File: src/rtl/stage_spawner.sv
// Stage spawner: places the initial stage after reset, then on request draws a
// pseudo-random position/width for the next stage, launches its fall, paces the
// animator with a divided pulse and reports landing back to the game FSM.
module stage_spawner #(
   parameter int unsigned X_MIN      = 40,
   parameter int unsigned X_MAX      = 600,
   parameter int unsigned MIN_GAP    = 80,
   parameter int unsigned MAX_GAP    = 240,
   parameter int unsigned W_MIN      = 40,
   parameter int unsigned W_STEP     = 20,
   parameter int unsigned INIT_X     = 320,
   parameter int unsigned INIT_W     = 80,
   parameter int unsigned PULSE_DIV  = 500000,
   parameter int unsigned DRAW_TRIES = 8,
   parameter logic [15:0] SEED       = 16'hACE1
) (
   input  logic       clk,
   input  logic       rst,
   input  logic       spawn_req,
   input  logic       fall_fin,
   output logic       generate_en,
   output logic       update,
   output logic       enable,
   output logic       pulse,
   output logic [9:0] stage_x2,
   output logic [9:0] stage_w2,
   output logic [9:0] cur_x,
   output logic       spawn_busy,
   output logic       spawn_done
);

   localparam int unsigned CNT_W = $clog2(PULSE_DIV);
   localparam int unsigned TRY_W = $clog2(DRAW_TRIES + 1);

   localparam logic [9:0]  X_MIN_P     = 10'(X_MIN);
   localparam logic [9:0]  X_MAX_P     = 10'(X_MAX);
   localparam logic [9:0]  MIN_GAP_P   = 10'(MIN_GAP);
   localparam logic [7:0]  GAP_RANGE_P = 8'(MAX_GAP - MIN_GAP);
   localparam logic [9:0]  W_MIN_P     = 10'(W_MIN);
   localparam logic [9:0]  W_STEP_P    = 10'(W_STEP);
   localparam logic [9:0]  INIT_X_P    = 10'(INIT_X);
   localparam logic [9:0]  INIT_W_P    = 10'(INIT_W);
   localparam logic [15:0] LFSR_TAPS   = 16'hB400;  // x^16+x^14+x^13+x^11+1

   typedef enum logic [2:0] {
      StInit,
      StIdle,
      StDraw,
      StLoad,
      StFall,
      StDone
   } state_e;

   state_e           state_q;
   logic [15:0]      lfsr_q;
   logic [TRY_W-1:0] tries_q;
   logic [CNT_W-1:0] div_cnt_q;

   logic [15:0] lfsr_next;
   logic        accept;
   logic        exhaust;
   logic [10:0] gap;
   logic [10:0] x_right;
   logic [9:0]  x_left;
   logic [9:0]  x_far;
   logic        right_ok;
   logic        left_ok;
   logic [9:0]  draw_x;
   logic [9:0]  draw_w;

   // Galois LFSR next state (right-shifting form)
   always_comb begin
      lfsr_next = lfsr_q >> 1;
      if (lfsr_q[0]) begin
         lfsr_next = (lfsr_q >> 1) ^ LFSR_TAPS;
      end
   end

   // Candidate stage from the current LFSR value, evaluated every DRAW cycle
   always_comb begin
      accept   = (lfsr_q[7:0] <= GAP_RANGE_P);
      exhaust  = (tries_q == TRY_W'(DRAW_TRIES - 1));
      gap      = accept ? ({1'b0, MIN_GAP_P} + {3'b000, lfsr_q[7:0]}) : {1'b0, MIN_GAP_P};
      x_right  = {1'b0, cur_x} + gap;
      x_left   = cur_x - gap[9:0];
      right_ok = (x_right <= {1'b0, X_MAX_P});
      left_ok  = ({1'b0, cur_x} >= ({1'b0, X_MIN_P} + gap));
      // Fallback: pin to whichever edge is farther away
      x_far    = ((cur_x - X_MIN_P) >= (X_MAX_P - cur_x)) ? X_MIN_P : X_MAX_P;
      if (lfsr_q[8]) begin
         draw_x = right_ok ? x_right[9:0] : (left_ok ? x_left : x_far);
      end else begin
         draw_x = left_ok ? x_left : (right_ok ? x_right[9:0] : x_far);
      end
      draw_w = W_MIN_P + 10'(lfsr_q[10:9]) * W_STEP_P;
   end

   // Sequencer FSM; every output is registered and aligned with its state
   always_ff @(posedge clk) begin
      if (rst) begin
         state_q     <= StInit;
         lfsr_q      <= SEED;
         tries_q     <= '0;
         div_cnt_q   <= '0;
         stage_x2    <= INIT_X_P;
         stage_w2    <= INIT_W_P;
         cur_x       <= INIT_X_P;
         generate_en <= 1'b0;
         update      <= 1'b0;
         enable      <= 1'b0;
         pulse       <= 1'b0;
         spawn_busy  <= 1'b0;
         spawn_done  <= 1'b0;
      end else begin
         lfsr_q      <= lfsr_next;
         generate_en <= 1'b0;
         update      <= 1'b0;
         pulse       <= 1'b0;
         spawn_done  <= 1'b0;
         case (state_q)
            StInit: begin
               generate_en <= 1'b1;
               state_q     <= StIdle;
            end
            StIdle: begin
               if (spawn_req) begin
                  spawn_busy <= 1'b1;
                  tries_q    <= '0;
                  state_q    <= StDraw;
               end
            end
            StDraw: begin
               if (accept || exhaust) begin
                  stage_x2 <= draw_x;
                  stage_w2 <= draw_w;
                  update   <= 1'b1;
                  state_q  <= StLoad;
               end else begin
                  tries_q <= tries_q + 1'b1;
               end
            end
            StLoad: begin
               enable    <= 1'b1;
               div_cnt_q <= '0;
               state_q   <= StFall;
            end
            StFall: begin
               if (fall_fin) begin
                  enable     <= 1'b0;
                  spawn_done <= 1'b1;
                  cur_x      <= stage_x2;
                  state_q    <= StDone;
               end else begin
                  // div_cnt_q holds (fall cycle - 1) mod PULSE_DIV
                  pulse <= (div_cnt_q == CNT_W'(PULSE_DIV - 2));
                  if (div_cnt_q == CNT_W'(PULSE_DIV - 1)) begin
                     div_cnt_q <= '0;
                  end else begin
                     div_cnt_q <= div_cnt_q + 1'b1;
                  end
               end
            end
            StDone: begin
               spawn_busy <= 1'b0;
               state_q    <= StIdle;
            end
            default: begin
               state_q <= StInit;
            end
         endcase
      end
   end

endmodule

File: config.mk
export PLATFORM = sky130hd
export DESIGN_NAME = stage_spawner
export DESIGN_NICKNAME = d
export VERILOG_FILES = /design/src/rtl/stage_spawner.sv
export SDC_FILE = /design/constraint.sdc
export NUM_CORES = 1
export LEC_CHECK = 0
export BUFFER_PORTS_ARGS = -buffer_cell sky130_fd_sc_hd__clkbuf_2
export CORE_ASPECT_RATIO = 0.9
export CORE_UTILIZATION = 65
export CTS_BUF_LIST = sky130_fd_sc_hd__clkbuf_4 sky130_fd_sc_hd__clkbuf_8 sky130_fd_sc_hd__clkbuf_16
export DETAILED_ROUTE_END_ITERATION = 8
export GPL_ROUTABILITY_DRIVEN = 1
export PLACE_DENSITY_LB_ADDON = 0.05
export SYNTH_ARGS = -nofsm -noshare
export SYNTH_HDL_FRONTEND = slang
export SYNTH_SLANG_ARGS = --single-unit
File: constraint.sdc
create_clock -name clk -period 10.7 [get_ports clk]
set_input_delay 2.14 -clock clk [delete_from_list [all_inputs] [get_ports clk]]
set_output_delay 2.14 -clock clk [all_outputs]
set_load 0.005 [all_outputs]
==> results.md <==
* Status: complete, no violations
* CTS tree: done
* Top cells by area, synth: dfxtp_1 (31%), ha_1 (12%), xnor2_1 (4.6%)
* Via count at 4118
* Classification of the worst setup path: flip-flop to flip-flop
* PostCTS Resize Cnt at 0
* Final hold violations at 0
* First-pass GRT wire length at 18.0 mm
* Final Setup Violations at 0
* DRT antenna net count at 0
* Most common cell after layout, fill and taps aside: dfxtp_1
* Grt ovf at 0
* Crit share post-route at 46.7%
* Layout fillers at about 550
* Core ar. at 7040 um2
* Die area at 7640 um2
* Worst Hold Endpoint: lfsr_q[11]
* Max Cap Viol at 0
* Mapped Cells at just under 600
* Pwr dens at around 130 nW/um2
* Sink Count at 73
* Netlist cell types at 66
* Share of cells above drive strength 1 at 12.2%
* Hold-fix buffers, CTS at 0
* R2R Path End: stage_x2[6]
* Number of global-route vias before repair at 3779
* Die height at ~83 um
* Worst skew pair latency at 350 ps
* Clock Tree Buf Depth at 2
* F_max at 200 MHz
* ANT cells at 0
* 1st-pass router iterations at 5
* Initial antenna violation count at 0
* Static Leakage at 2.13 nW
* Top Ports at 40
* Total power at 657 uW
* Detailed router's first-iteration violation count at 266
* Max Slew Vio Count at 0
* Measured slew at the worst slew-check pin at 1140 ps
* Area delta synth->final at 8.84%
* HP Start: lfsr_q[12]
* PortBufs at 34
* Synth Flop Type: dfxtp_1
* CP endpoint kind: flip-flop
* DR WL/cell at 15.3 um
* Seq cells post-synth at 73
* Post-route setup slack at roughly 5700 ps
* Remaining routing DRC violations at 0
* Total global-route track usage at about 29%
* Hold path cells at 1
* Setup bufs post-CTS at 0
* Cell taking the most area after synthesis: dfxtp_1
* Most frequent cells in the layout: dfxtp_1 (73), nand2_1 (58), nor2_1 (58)
* Syn Area/Cell at 8.17 um2
* Post-synthesis sequential area ratio at 30.8%
* Drt via density at 5.88
* Hold crit path type: flip-flop to flip-flop
* Worst EP required at 10930 ps
* Dpl ws at 5810 ps
* CP Launch Type: flip-flop
* Fin Setup TNS at 0 ps
* Worst hold slack at 431 ps
* Synthesized area at roughly 4700 um2
* Largest net degree at the start of global routing at 56
* Worst Path Arrival at 5220 ps
* RSZ-0062 raised after global routing: false
* Async SR Flop Fraction at 0%
* Detailed placement HPWL at 8.02 mm
* RePlAce Congestion at 0.928
* Wirelength, routed at 10.7 mm
* Clock Skews at 9.09 ps
* CTS H-tree depth at 3
* Top cell type's share of synthesized area at 30.8%
* Fin crit period at 4990 ps
* Worst reg-to-reg setup slack at 5710 ps
* Die width at roughly 92 um
* Worst r2r path cells at 15
* Initial core utilization at approximately two thirds
* Worst r2r src: lfsr_q[0]
* # rows at 29
* Clock Pin Slew Worst Setup and Hold Paths at 80 ps
* TritonCTS buffer count at 9
* Nets at 653
* Slew HR at roughly a quarter
* Maximum vdd drop at around 0.13 mV
* Ys Warns at 0
* Root buffer cell: clkbuf_8
* Crit-path max FO at 11
* Number of synthesized flops with an enable pin at 0
critical path, cell delays in order (launching register included):
cell and delay, ps:
dfxtp_1 390, nor4_1 300, a21boi_0 150, o21ai_1 430, nand2_1 200, ha_1 270, o21ai_0 240, xnor2_1 150
ha_1 260, a2111oi_0 360, o311ai_0 250, a31oi_1 840, nor2_1 280, nor2_1 280, a22oi_1 140, a221o_1 340
worst max path at each step:
stage | startpoint | to | slack, ps | cells past startpoint
6_report | lfsr_q[0] | stage_x2[6] | 5710 | 15
5_1_grt | lfsr_q[0] | stage_x2[6] | 5170 | 15
4_1_cts | lfsr_q[0] | stage_x2[6] | 5750 | 15
3_5_place_dp | lfsr_q[0] | stage_x2[6] | 5810 | 15
3_3_place_gp | lfsr_q[0] | stage_x2[6] | 6050 | 15
2_1_floorplan | lfsr_q[0] | stage_x2[2] | 6980 | 17
power by group:
group          internal (mW)  switching [mW]  total (mW)
clock                  0.162           0.106       0.268
combinational         0.0401          0.0588      0.0989
sequential             0.280         0.00918       0.290
registers in the layout, summed over array words and instances (netlist names):
name and flops:
div_cnt_q 19, generate_en 1, spawn_done 1, update 1
stage_w2 5, tries_q 4, state_q 3, stage_x2 10
cur_x 10, lfsr_q 16, spawn_busy 1, pulse 1
enable 1
per-stage QoR:
stage	utilization (%)	instance area [um2]	instances
4_1_cts	73.3	5160	700
5_1_grt	73.3	5160	700
3_3_place_gp	69.7	4910	684
3_5_place_dp	69.7	4910	684
6_report	73.3	5160	700
2_1_floorplan	-	4760	584
area by class of cell:
| class | instances | area (um2) | area share (%) |
|---|---|---|---|
| clock buffer | 10 | 138 | 2.67 |
| timing repair buffer | 35 | 178 | 3.44 |
| clock inverter | 6 | 115 | 2.23 |
| sequential | 73 | 1460 | 28.3 |
| multi-input combinational | 447 | 3020 | 58.5 |
| inverter | 36 | 135 | 2.62 |
| tap | 93 | 116 | 2.26 |
kinds of logic after synthesis:
group                      Yosys count  share of synthesized area (%)
buffers and inverters               64                           5.86
AOI/OAI and AO/OA                  141                           20.7
and+or+nand+nor                    210                           21.8
other                                2                          0.158
DFF                                 73                           30.8
xor gates and xnor gates            41                           7.57
adders and majority gates           47                           12.7
muxes                                2                          0.422
metal layers:
metal	global-route usage (%)	share of wire, %
met5	0	0
met4	8.81	1.2
met3	4.49	6.3
met2	45.5	44
met1	41.6	48
Yosys cell counts, types with 3 or more instances:
cell,number
a211oi_1,7
and3_1,3
nand2_1,58
nor2_1,58
buf_4,5
nand3b_1,4
o21ai_1,4
a311oi_1,3
nand4_1,5
or2_2,8
nor4_1,8
a31oi_1,10
o21ai_0,20
nor2b_1,12
clkbuf_1,16
nand3_1,9
inv_1,36
a211o_1,3
xnor2_1,25
a21o_1,10
a21oi_1,41
xor2_1,16
o21a_1,6
dfxtp_1,73
ha_1,45
buf_2,3
nor3_1,13
or3_1,5
and2_1,3
o21bai_1,4
o211ai_1,4
nand2b_1,12
Note: power is estimated with default switching activity, not from simulation.
